## src/rtl/perf_monitor.sv

```systemverilog
// perf_monitor: cycle counter from reset release to FINAL_PC, per-channel
// event counters, stuck-PC watchdog and a registered display mux. The
// finished output is the CPU clock gate, so it must be a clean flop output.
module perf_monitor #(
  parameter int PC_WIDTH     = 10,
  parameter int COUNT_WIDTH  = 32,
  parameter int NUM_CHANNELS = 4,
  parameter int FINAL_PC     = 1023,
  parameter int STALL_LIMIT  = 0
) (
  input  logic                                  CLK_50,
  input  logic                                  resetN,
  input  logic [PC_WIDTH-1:0]                   pc,
  input  logic [NUM_CHANNELS-1:0]               events,
  input  logic                                  pause,
  input  logic [$clog2(NUM_CHANNELS+1)-1:0]     sel,
  output logic [COUNT_WIDTH-1:0]                display_value,
  output logic [NUM_CHANNELS:0]                 overflow,
  output logic [1:0]                            state,
  output logic                                  finished,
  output logic                                  timeout
);

  localparam int SEL_WIDTH   = $clog2(NUM_CHANNELS + 1);
  localparam int STALL_WIDTH = (STALL_LIMIT > 0) ? $clog2(STALL_LIMIT + 1) : 1;

  typedef enum logic [1:0] {
    S_IDLE    = 2'd0,
    S_RUN     = 2'd1,
    S_DONE    = 2'd2,
    S_TIMEOUT = 2'd3
  } state_e;

  state_e                   state_q, state_d;
  logic [COUNT_WIDTH-1:0]   cycle_cnt_q, cycle_cnt_d;
  logic [COUNT_WIDTH-1:0]   ch_cnt_q [NUM_CHANNELS];
  logic [COUNT_WIDTH-1:0]   ch_cnt_d [NUM_CHANNELS];
  logic [STALL_WIDTH-1:0]   stall_cnt_q, stall_cnt_d;
  logic [PC_WIDTH-1:0]      pc_q, pc_d;
  logic [NUM_CHANNELS:0]    overflow_q, overflow_d;
  logic [COUNT_WIDTH-1:0]   display_value_q, display_value_d;
  logic                     finished_q, finished_d;
  logic                     timeout_q, timeout_d;
  logic                     count_en;
  logic                     wd_fire;

  // Next-state, counter, watchdog and display-mux logic.
  // NOTE: every signal written here gets a default first, so no path can
  // leave one unassigned and infer a latch.
  always_comb begin
    state_d         = state_q;
    cycle_cnt_d     = cycle_cnt_q;
    ch_cnt_d        = ch_cnt_q;
    stall_cnt_d     = stall_cnt_q;
    overflow_d      = overflow_q;
    pc_d            = pc;
    display_value_d = '0;
    wd_fire         = 1'b0;
    count_en        = (state_q == S_RUN) && !pause;

    case (state_q)
      S_IDLE: state_d = S_RUN;

      S_RUN: begin
        // Saturating counters; hitting all-ones raises the sticky flag.
        if (count_en) begin
          if (cycle_cnt_q == '1) overflow_d[0] = 1'b1;
          else                   cycle_cnt_d   = cycle_cnt_q + 1'b1;
        end
        for (int i = 0; i < NUM_CHANNELS; i++) begin
          if (count_en && events[i]) begin
            if (ch_cnt_q[i] == '1) overflow_d[i+1] = 1'b1;
            else                   ch_cnt_d[i]     = ch_cnt_q[i] + 1'b1;
          end
        end

        // Watchdog: a changed PC always clears; pause only freezes the count.
        if (STALL_LIMIT > 0) begin
          if (pc != pc_q) begin
            stall_cnt_d = '0;
          end else if (!pause) begin
            stall_cnt_d = stall_cnt_q + 1'b1;
            wd_fire     = (stall_cnt_q == STALL_WIDTH'(STALL_LIMIT - 1));
          end
        end

        // Reaching FINAL_PC takes precedence over a simultaneous stall.
        if (pc == PC_WIDTH'(FINAL_PC)) state_d = S_DONE;
        else if (wd_fire)              state_d = S_TIMEOUT;
      end

      default: state_d = state_q;
    endcase

    // Display shows the counters as registered before this edge.
    if (sel == '0) display_value_d = cycle_cnt_q;
    for (int i = 0; i < NUM_CHANNELS; i++) begin
      if (sel == SEL_WIDTH'(i + 1)) display_value_d = ch_cnt_q[i];
    end

    finished_d = (state_d == S_DONE) || (state_d == S_TIMEOUT);
    timeout_d  = (state_d == S_TIMEOUT);
  end

  // All state registers with synchronous active-low clear.
  // NOTE: sequential state uses non-blocking assignments so every flop
  // samples pre-edge values regardless of statement order.
  always_ff @(posedge CLK_50) begin
    if (!resetN) begin
      state_q         <= S_IDLE;
      cycle_cnt_q     <= '0;
      stall_cnt_q     <= '0;
      pc_q            <= '0;
      overflow_q      <= '0;
      display_value_q <= '0;
      finished_q      <= 1'b0;
      timeout_q       <= 1'b0;
      // NOTE: the channel counters are a small flop array, not RAM, so
      // clearing them element by element on reset is intended.
      for (int i = 0; i < NUM_CHANNELS; i++) ch_cnt_q[i] <= '0;
    end else begin
      state_q         <= state_d;
      cycle_cnt_q     <= cycle_cnt_d;
      stall_cnt_q     <= stall_cnt_d;
      pc_q            <= pc_d;
      overflow_q      <= overflow_d;
      display_value_q <= display_value_d;
      finished_q      <= finished_d;
      timeout_q       <= timeout_d;
      for (int i = 0; i < NUM_CHANNELS; i++) ch_cnt_q[i] <= ch_cnt_d[i];
    end
  end

  assign display_value = display_value_q;
  assign overflow      = overflow_q;
  assign state         = state_q;
  assign finished      = finished_q;
  assign timeout       = timeout_q;

endmodule
```

## config.mk

```make
export PLATFORM = sky130hd
export DESIGN_NAME = perf_monitor
export DESIGN_NICKNAME = d
export VERILOG_FILES = /design/src/rtl/perf_monitor.sv
export SDC_FILE = /design/constraint.sdc
export NUM_CORES = 1
export LEC_CHECK = 0
export CORE_MARGIN = 2
export CORE_UTILIZATION = 40
export DETAILED_ROUTE_END_ITERATION = 7
export PLACE_DENSITY_LB_ADDON = 0.1
export REMOVE_ABC_BUFFERS = 1
export SYNTH_ARGS = -nofsm -noshare
export SYNTH_HDL_FRONTEND = slang
export SYNTH_SLANG_ARGS = --single-unit
```

## constraint.sdc

```tcl
create_clock -name CLK_50 -period 2.5 [get_ports CLK_50]
set_clock_uncertainty 0.1 [all_clocks]
set_input_delay 0.375 -clock CLK_50 [delete_from_list [all_inputs] [get_ports CLK_50]]
set_output_delay 0.375 -clock CLK_50 [all_outputs]
set_load 0.01 [all_outputs]
```

==> flow_metrics.py <==
metrics = {
    "timing": {
        "rsz0062_at_grt": "false",
        "period_share_pct": 92.1,
        "worstMarginPinSlew_ns": 0.489,
        "fin_tns_setup_ns": 0,
        "finalSetupViolations": 0,
        "slew_headroom_pct": 67.1,
        "timing.hold.ws_ns": 0.115,
        "drv_slew": 0,
        "min_period_ns": 2.30,
        "final-hold-violation-count": 0,
        "clock.fmax_ghz": 0.435,
        "setup_ws_ns": 0.199,
    },
    "worst_setup_path": {
        "rr_worst_depth": 6,
        "cp_slowest_cell": "nor4_1",
        "critical-path-top-delay-family": "simple AND/OR/NAND/NOR gates",
        "rr_endpoint": "ch_cnt_q[126]",
        "critical_path.cell_chain": "nand4_1 > nor4_1 > o211ai_1 > buf_4 > or4_1 > a21oi_1",
        "rrSetupSlack_ns": 0.20,
        "cp-start-kind": "flip-flop",
        "crit_path_end_kind": "flip-flop",
        "arrival_ns": 2.65,
        "crit_fanout": 14,
        "path_class": "flip-flop to flip-flop",
        "cp_data_required_time_ns": 2.84,
        "reg2reg_from": "ch_cnt_q[101]",
        "slowest_delay_ns": 0.52,
        "crit_buf_inv": 1,
    },
    "logic_synthesis": {
        "syn_area_mm2": 0.0107,
        "netlist-cell-type-count": 70,
        "ys_seq_elements": 201,
        "ys_warn_count": 0,
        "synth_ff_type": "dfxtp_1",
        "synth-async-reset-ratio_pct": 0,
        "avgSynthCellArea_um2": 8.52,
        "synth_edf_count": 0,
        "ys_seq_area_share_pct": 37.5,
        "synth_cells": 1260,
    },
    "run_status": {
        "status": "complete, no violations",
    },
    "pwr": {
        "peakVddDrop_v": 0.000413,
        "totalPowerFinal_mw": 7.19,
        "powerDensity_mw_per_mm2": 556,
        "leakage_nw": 4.42,
    },
    "finish": {
        "syn_to_final_growth_pct": 20.4,
        "final_nets": 1371,
        "n_fill_cell": 2530,
        "layout_common_cells": "dfxtp_1 (201), nand2_1 (136), a21oi_1 (92)",
        "drive_above_1_share_pct": 11.7,
        "final_common_cell": "dfxtp_1",
        "num_antenna_cells": 0,
    },
    "route": {
        "via_per_inst": 5.93,
        "ant_nets": 0,
        "drtIter0Drc": 872,
        "vias": 10100,
        "drtPass1Iterations": 5,
        "drc_errors": 0,
        "routed_wl_um": 31500,
        "wl_per_cell_um": 18.5,
    },
    "worst_hold_path": {
        "min_to": "ch_cnt_q[40]",
        "min-delay-path-class": "primary input to flip-flop",
        "hold_path_startpoint": "resetN",
        "whs_path_depth": 3,
    },
    "place": {
        "port_buffers": 60,
        "gp_congestion": 0.896,
        "pre_cts_slack_ns": -0.160,
        "dpl.hpwl_um": 22700,
    },
    "clock_tree": {
        "cts-htree-levels": 1,
        "cts_made_buffers": 24,
        "cts_root_buf": "clkbuf_16",
        "post_cts_buffers": 0,
        "hold_buffers": 0,
        "clockBufferDepth": 3,
        "cts_tree": "done",
        "clock_latency_ns": 0.52,
        "cts_resized": 0,
        "clk_pin_slew_ns": 0.06,
        "clock-sinks": 201,
    },
    "floorplan": {
        "core_area_mm2": 0.0262,
        "ios": 61,
        "start_util_pct": 41.0,
        "die_area_mm2": 0.0282,
        "die_y_um": 168,
        "core.rowCount": 59,
        "die_width_um": 168,
    },
    "global_route": {
        "grt_max_degree": 57,
        "globalRouteOverflowTotal": 0,
        "grt_usage_pct": 22.2,
        "grt_pass1_vias": 9240,
        "grt_first_pass_wirelength_um": 51000,
        "grt_antenna_before_repair": 0,
    },
    "run": {
        "maxCapViolations": 0,
    },
}
## state kept, by name, summed over array words and instances, names as in the netlist
name           flops
cycle_cnt_q       32
ch_cnt_q         128
state              2
display_value     32
finished           1
overflow           5
timeout            1
## logic make-up (layout without fill, tap and decap cells)
family                     count (synthesis)  after routing  synth area share (%)
and+or+nand+nor                          535            535                  28.3
AOI/OAI and AO/OA                        320            320                  20.3
DFF                                      201            201                  37.5
buffers and inverters                    104            206                  4.05
muxes                                     61             61                  6.50
xor gates and xnor gates                  34             34                  2.77
adders and majority gates                  5              5                 0.582
## worst reg2reg max path: cells and delay by family, from the launching register on
kind / cells / cell delay [ns]
DFF: 1 / 0.40
and+or+nand+nor: 3 / 1.15
AOI/OAI and AO/OA: 2 / 0.35
buffers and inverters: 1 / 0.23
## how the worst max path moves through the flow
stage / start / end / slack (ns) / depth (start not counted)
after global placement: pause / ch_cnt_q[125] / -0.16 / 8
after CTS: ch_cnt_q[101] / ch_cnt_q[122] / 0.16 / 6
after floorplan: resetN / ch_cnt_q[103] / -1.14 / 3
after global routing: ch_cnt_q[101] / ch_cnt_q[126] / 0.006 / 6
final: ch_cnt_q[101] / ch_cnt_q[126] / 0.20 / 6
after detailed placement: pause / ch_cnt_q[31] / -0.16 / 6
## through the flow
stage	std cells	instance area (um^2)	util [%]
global route	1697	12900	49.3
CTS	1697	12900	49.3
floorplan	1182	10400	-
detailed placement	1655	12100	46.3
global placement	1655	12100	46.3
finish	1697	12900	49.3
## layer usage
layer | track usage (%) | part of all wire [%] | routed length, um
met1 | 31.2 | 46 | 14600
met2 | 35.8 | 46 | 14400
met3 | 2.63 | 5.2 | 1620
met4 | 6.47 | 2.7 | 856
met5 | 0 | 0 | 0
## cell type report
cell class / instances / area, um^2 / share of cell area [%]
clock buffers: 34 / 689 / 5.33
clock inverters: 8 / 118 / 0.909
inverters: 26 / 100 / 0.774
multi-input cells: 955 / 6290 / 48.6
flip-flops and latches: 201 / 4020 / 31.1
well taps: 335 / 419 / 3.24
repair buffers: 138 / 1290 / 9.98
## power by group
part / switching [mW] / internal [mW] / total [mW]
Sequential: 0.0106 / 3.22 / 3.23
Clock: 1.38 / 2.22 / 3.60
Combinational: 0.212 / 0.142 / 0.355
Total: 1.61 / 5.58 / 7.19
## Yosys cell counts, types with 20 or more instances
cell type  count  share of area (%)
a21oi_1       92                4.3
a221o_1       25                2.3
and4_1        20                1.6
clkbuf_1      56                2.0
dfxtp_1      201                 37
inv_1         24               0.84
mux2i_1       54                5.0
nand2_1      136                4.8
nand2b_1      24                1.4
nand3_1       56                2.6
nand4_1       56                3.3
nor2_1        66                2.3
nor4_1        22                1.3
o211a_1       26                2.4
o21ai_0       71                3.3
o31ai_1       27                1.9
or3_1         58                3.4
or4_1         26                1.8
xnor2_1       29                2.4
Note: power is estimated with default switching activity, not from simulation.
